`src/rtl/reg_file_sb.sv`:
```
// Register file with two combinational read ports, one synchronous write port,
// optional write-through bypass, optional hardwired-zero r0 and a pending-write scoreboard.
module reg_file_sb #(
    parameter int WIDTH    = 32,
    parameter int DEPTH    = 32,
    parameter bit ZERO_REG = 1'b1,
    parameter bit BYPASS   = 1'b1,
    localparam int ADDR_W  = $clog2(DEPTH)
) (
    input  logic              clk_i,
    input  logic              rst_i,
    input  logic [ADDR_W-1:0] a1_i,
    input  logic [ADDR_W-1:0] a2_i,
    output logic [WIDTH-1:0]  rd1_o,
    output logic [WIDTH-1:0]  rd2_o,
    input  logic [ADDR_W-1:0] a3_i,
    input  logic              we3_i,
    input  logic [WIDTH-1:0]  wd3_i,
    input  logic              issue_en_i,
    input  logic [ADDR_W-1:0] issue_a_i,
    output logic              busy1_o,
    output logic              busy2_o,
    output logic              any_busy_o
);
    logic [WIDTH-1:0] regs_q [DEPTH];
    logic [DEPTH-1:0] pending_q, pending_d;
    logic             wr_en;

    logic [1:0][ADDR_W-1:0] ra;
    logic [1:0][WIDTH-1:0]  rd;
    logic [1:0]             busy;

    assign wr_en = we3_i && !(ZERO_REG && (a3_i == '0));

    always_ff @(posedge clk_i) begin
        if (rst_i) begin
            for (int i = 0; i < DEPTH; i++) regs_q[i] <= '0;
        end else if (wr_en) begin
            regs_q[a3_i] <= wd3_i;
        end
    end

    // Issue is applied after writeback clear so a newer producer keeps the register pending.
    always_comb begin
        pending_d = pending_q;
        if (we3_i)      pending_d[a3_i]      = 1'b0;
        if (issue_en_i) pending_d[issue_a_i] = 1'b1;
        if (ZERO_REG)   pending_d[0]         = 1'b0;
    end

    always_ff @(posedge clk_i) begin
        if (rst_i) pending_q <= '0;
        else       pending_q <= pending_d;
    end

    assign ra = {a2_i, a1_i};

    for (genvar p = 0; p < 2; p++) begin : g_rport
        logic hit, zero;
        assign hit  = BYPASS && we3_i && (a3_i == ra[p]);
        assign zero = ZERO_REG && (ra[p] == '0);

        always_comb begin
            rd[p] = regs_q[ra[p]];
            if (zero)     rd[p] = '0;
            else if (hit) rd[p] = wd3_i;
        end

        assign busy[p] = pending_q[ra[p]] & ~hit;
    end

    assign rd1_o      = rd[0];
    assign rd2_o      = rd[1];
    assign busy1_o    = busy[0];
    assign busy2_o    = busy[1];
    assign any_busy_o = |pending_q;
endmodule
```
`config.mk`:
```
export PLATFORM = sky130hd
export DESIGN_NAME = reg_file_sb
export DESIGN_NICKNAME = d
export VERILOG_FILES = /design/src/rtl/reg_file_sb.sv
export SDC_FILE = /design/constraint.sdc
export NUM_CORES = 2
export LEC_CHECK = 0
export CORE_MARGIN = 2
export CORE_UTILIZATION = 57
export CTS_CLUSTER_DIAMETER = 200
export DETAILED_ROUTE_END_ITERATION = 12
export PLACE_DENSITY = 0.8
export SLEW_MARGIN = 10
export SYNTH_ARGS = -nofsm -noshare
export SYNTH_HDL_FRONTEND = slang
export SYNTH_SLANG_ARGS = --single-unit
```
`constraint.sdc`:
```
create_clock -name clk_i -period 2.4 [get_ports clk_i]
set_input_delay 0.36 -clock clk_i [delete_from_list [all_inputs] [get_ports clk_i]]
set_output_delay 0.36 -clock clk_i [all_outputs]
set_load 0.005 [all_outputs]
```
==> impl_metrics.ini <==
[clock_network]
cts_made_buffers = 108
clock-sinks = 1055
clk_pin_slew_worst_paths_ns = 0.06
cts-root-buf = clkbuf_16
cts_tree = done
clock_path_buffers = 3
insertion_delay_ns = 0.72
h-tree-depth = 3

[die]
die_x_um = 322
rows = 116
die_h_um = 322
core_um2 = 100000
start_util_pct = 57.5
io_pins = 123
dieArea_um2 = 103000

[drt]
first_pass_iters = 8
vias = 43000
drt-initial-drc-count = 7637
finalWirelength_um = 213000
via_per_inst = 7.30
ant_nets = 0
avgRoutedWirePerCell_um = 36.2
drc = 0

[sta]
setup_viol = 66
rsz0062_at_grt = true
clock_skew_ns = 0
fin_ws_ns = -0.821
min_period_over_period_pct = 134
fmax_mhz = 310
worstMarginPinSlew_ns = 0.670
worst_hold_slack_ns = 0.175
timing.slew.headroom_pct = 55.3
finalCriticalPeriod_ns = 3.22
final-max-slew-violation-count = 0
hold_viol_final = 0

[placed_design]
dp_cells = 5659
place_ws_ns = -1.66
dp_hpwl_um = 132000
routabilityCongestion = 1.05
portBuffers = 122

[synthesis]
synth_most_common_cell = edfxtp_1
synthDistinctLibCells = 57
synth-xor-area-share_pct = 0.152
synth_top_family_by_area = multiplexers
syn_avg_cell_area_um2 = 14.5
synth_compound_area_share_pct = 4.81
yosysWarningCount = 0
ys_async_sr_fraction_pct = 0
synth_common_cells = edfxtp_1, and2_1, mux4_2
yosysSeqAreaShare_pct = 54.6
netlist_instances = 3971
synthesis.area_um2 = 57500
synth-seq-cells = 1055
ys.flop_type = edfxtp_1
synthAdderAreaFrac_pct = 0
yosysTopAreaCell = edfxtp_1
synth_area_leaders = edfxtp_1, mux4_2, and2_1, mux2i_1, mux2_2
yosysTopAreaCellShare_pct = 53.5
synth_edf_count = 1024
synthSimpleGateAreaFrac_pct = 13.9
synthMuxAreaShare_pct = 23.0

[grt]
grt_usage_pct = 40.6
grt_max_degree = 85
antenna_found_initial = 8
first_global_vias = 43100
gr-total-overflow = 0
grt_pass1_wl_um = 298000

[layout]
stdcell_count = 5886
drive_above_1_share_pct = 40.0
fin_util_pct = 71.7
num-nets-final = 4549
area_growth_pct = 24.7

[pwr]
worst_ir_drop_vdd_uv = 554
leakage_uw = 0.0255
total_power_uw = 46500
power_density_nw_per_um2 = 649

[outcome]
violations = setup timing
status = finished, violations left

[setup_path]
crit_slowest_cell = mux4_2
end_kind = output port
path_max_fanout = 2
startpoint_type = flip-flop
crit_type = flip-flop to output port
crit_required_ns = 2.04
cp.arrival_ns = 2.86
crit_top_cell = mux4_2
critPathBufInv = 1
max_stage_delay_ns = 0.55
crit_chain = mux4_2, mux4_2, nor2b_4, a221o_1, buf_2
crit_family = multiplexers

[run]
max_cap_violations = 0

[min_path]
hold_path.class = input port to flip-flop
-- worst min-delay path: cells and delay by family --
family                 cells  cell delay (ns)
buffers and inverters      2             0.40
AOI/OAI and AO/OA          1             0.07
-- routing by layer --
metal | global-route usage, % | share of wire, % | up-vias
met5 | 0.142 | 0.027 | -
met1 | 49.2 | 31 | 21100
li1 | - | - | 16300
met4 | 25.9 | 7.7 | 8
met2 | 60.9 | 44 | 4428
met3 | 15.8 | 17 | 1162
-- layout by cell type (no fill, tap or decap), types with 19 or more instances in the layout --
| cell | synthesis | final |
|---|---|---|
| clkinv_1 | 0 | 22 |
| conb_1 | 1 | 32 |
| mux4_2 | 458 | 458 |
| buf_4 | 45 | 505 |
| a2111oi_4 | 0 | 35 |
| a22o_1 | 23 | 23 |
| clkbuf_1 | 270 | 19 |
| a21oi_1 | 62 | 44 |
| nor2_4 | 0 | 36 |
| and2_1 | 995 | 995 |
| mux2i_4 | 0 | 47 |
| buf_2 | 67 | 56 |
| o21ai_0 | 64 | 52 |
| nor3_4 | 0 | 28 |
| buf_12 | 0 | 151 |
| buf_6 | 23 | 25 |
| mux2_2 | 99 | 98 |
| nand2_1 | 63 | 62 |
| clkbuf_16 | 0 | 110 |
| nor2_1 | 118 | 77 |
| a221oi_2 | 2 | 27 |
| clkdlybuf4s50_1 | 0 | 38 |
| or2_2 | 37 | 36 |
| a221o_1 | 23 | 22 |
| mux2i_1 | 180 | 115 |
| o22ai_1 | 55 | 49 |
| edfxtp_1 | 1024 | 1024 |
| clkinv_2 | 0 | 23 |
-- registers in the layout (all words and copies together), names as in the netlist --
| register | flops |
|---|---|
| regs_q | 1024 |
| pending_q | 31 |
-- metrics by stage --
step	area, µm²	TNS [ns]
detailed placement	65600	-213.82
floorplan	57600	0
finish	71700	-34.06
global placement	65600	-200.41
CTS	71000	-31.48
global route	71600	-36.08
-- final timing paths --
check | start | to | slack [ns] | cells past startpoint
setup / recovery | regs_q[27][1] | rd1_o[1] | -0.82 | 5
hold / removal | rst_i | pending_q[18] | 0.17 | 3
setup reg to reg | pending_q[18] | pending_q[18] | 1.64 | 3
hold reg to reg | pending_q[15] | pending_q[15] | 0.51 | 2
-- repair_timing --
action	4_1_cts	5_1_grt
setup endpoints to repair	67	67
setup buffers	56	24
gates resized for setup	660	125
pin swaps	156	82
hold buffers	0	0
endpoints found under the hold margin	0	0
cloned	2	1
-- report_power, final --
| group | internal, µW | switching (µW) |
|---|---|---|
| Clock | 9280 | 7460 |
| Combinational | 3680 | 4320 |
| Sequential | 21200 | 588 |
| Total | 34100 | 12400 |
-- cell type report --
class                   count  area (µm²)
diodes                      7        17.5
clock buffers             128        2800
repair buffers            801        8230
inverters                   7        26.3
flip-flops and latches   1055       31400
well taps                1298        1620
multi-input cells        2520       27000
clock inverters            70         616
fillers                  5805       28300
-- kinds of logic after synthesis --
| kind of cell | count (synthesis) |
|---|---|
| AND/OR/NAND/NOR | 1351 |
| other | 1 |
| multiplexers | 737 |
| XOR/XNOR | 10 |
| AO/OA/AOI/OAI | 390 |
| flip-flops | 1055 |
| buffers and inverters | 427 |
Note: power is estimated with default switching activity, not from simulation.
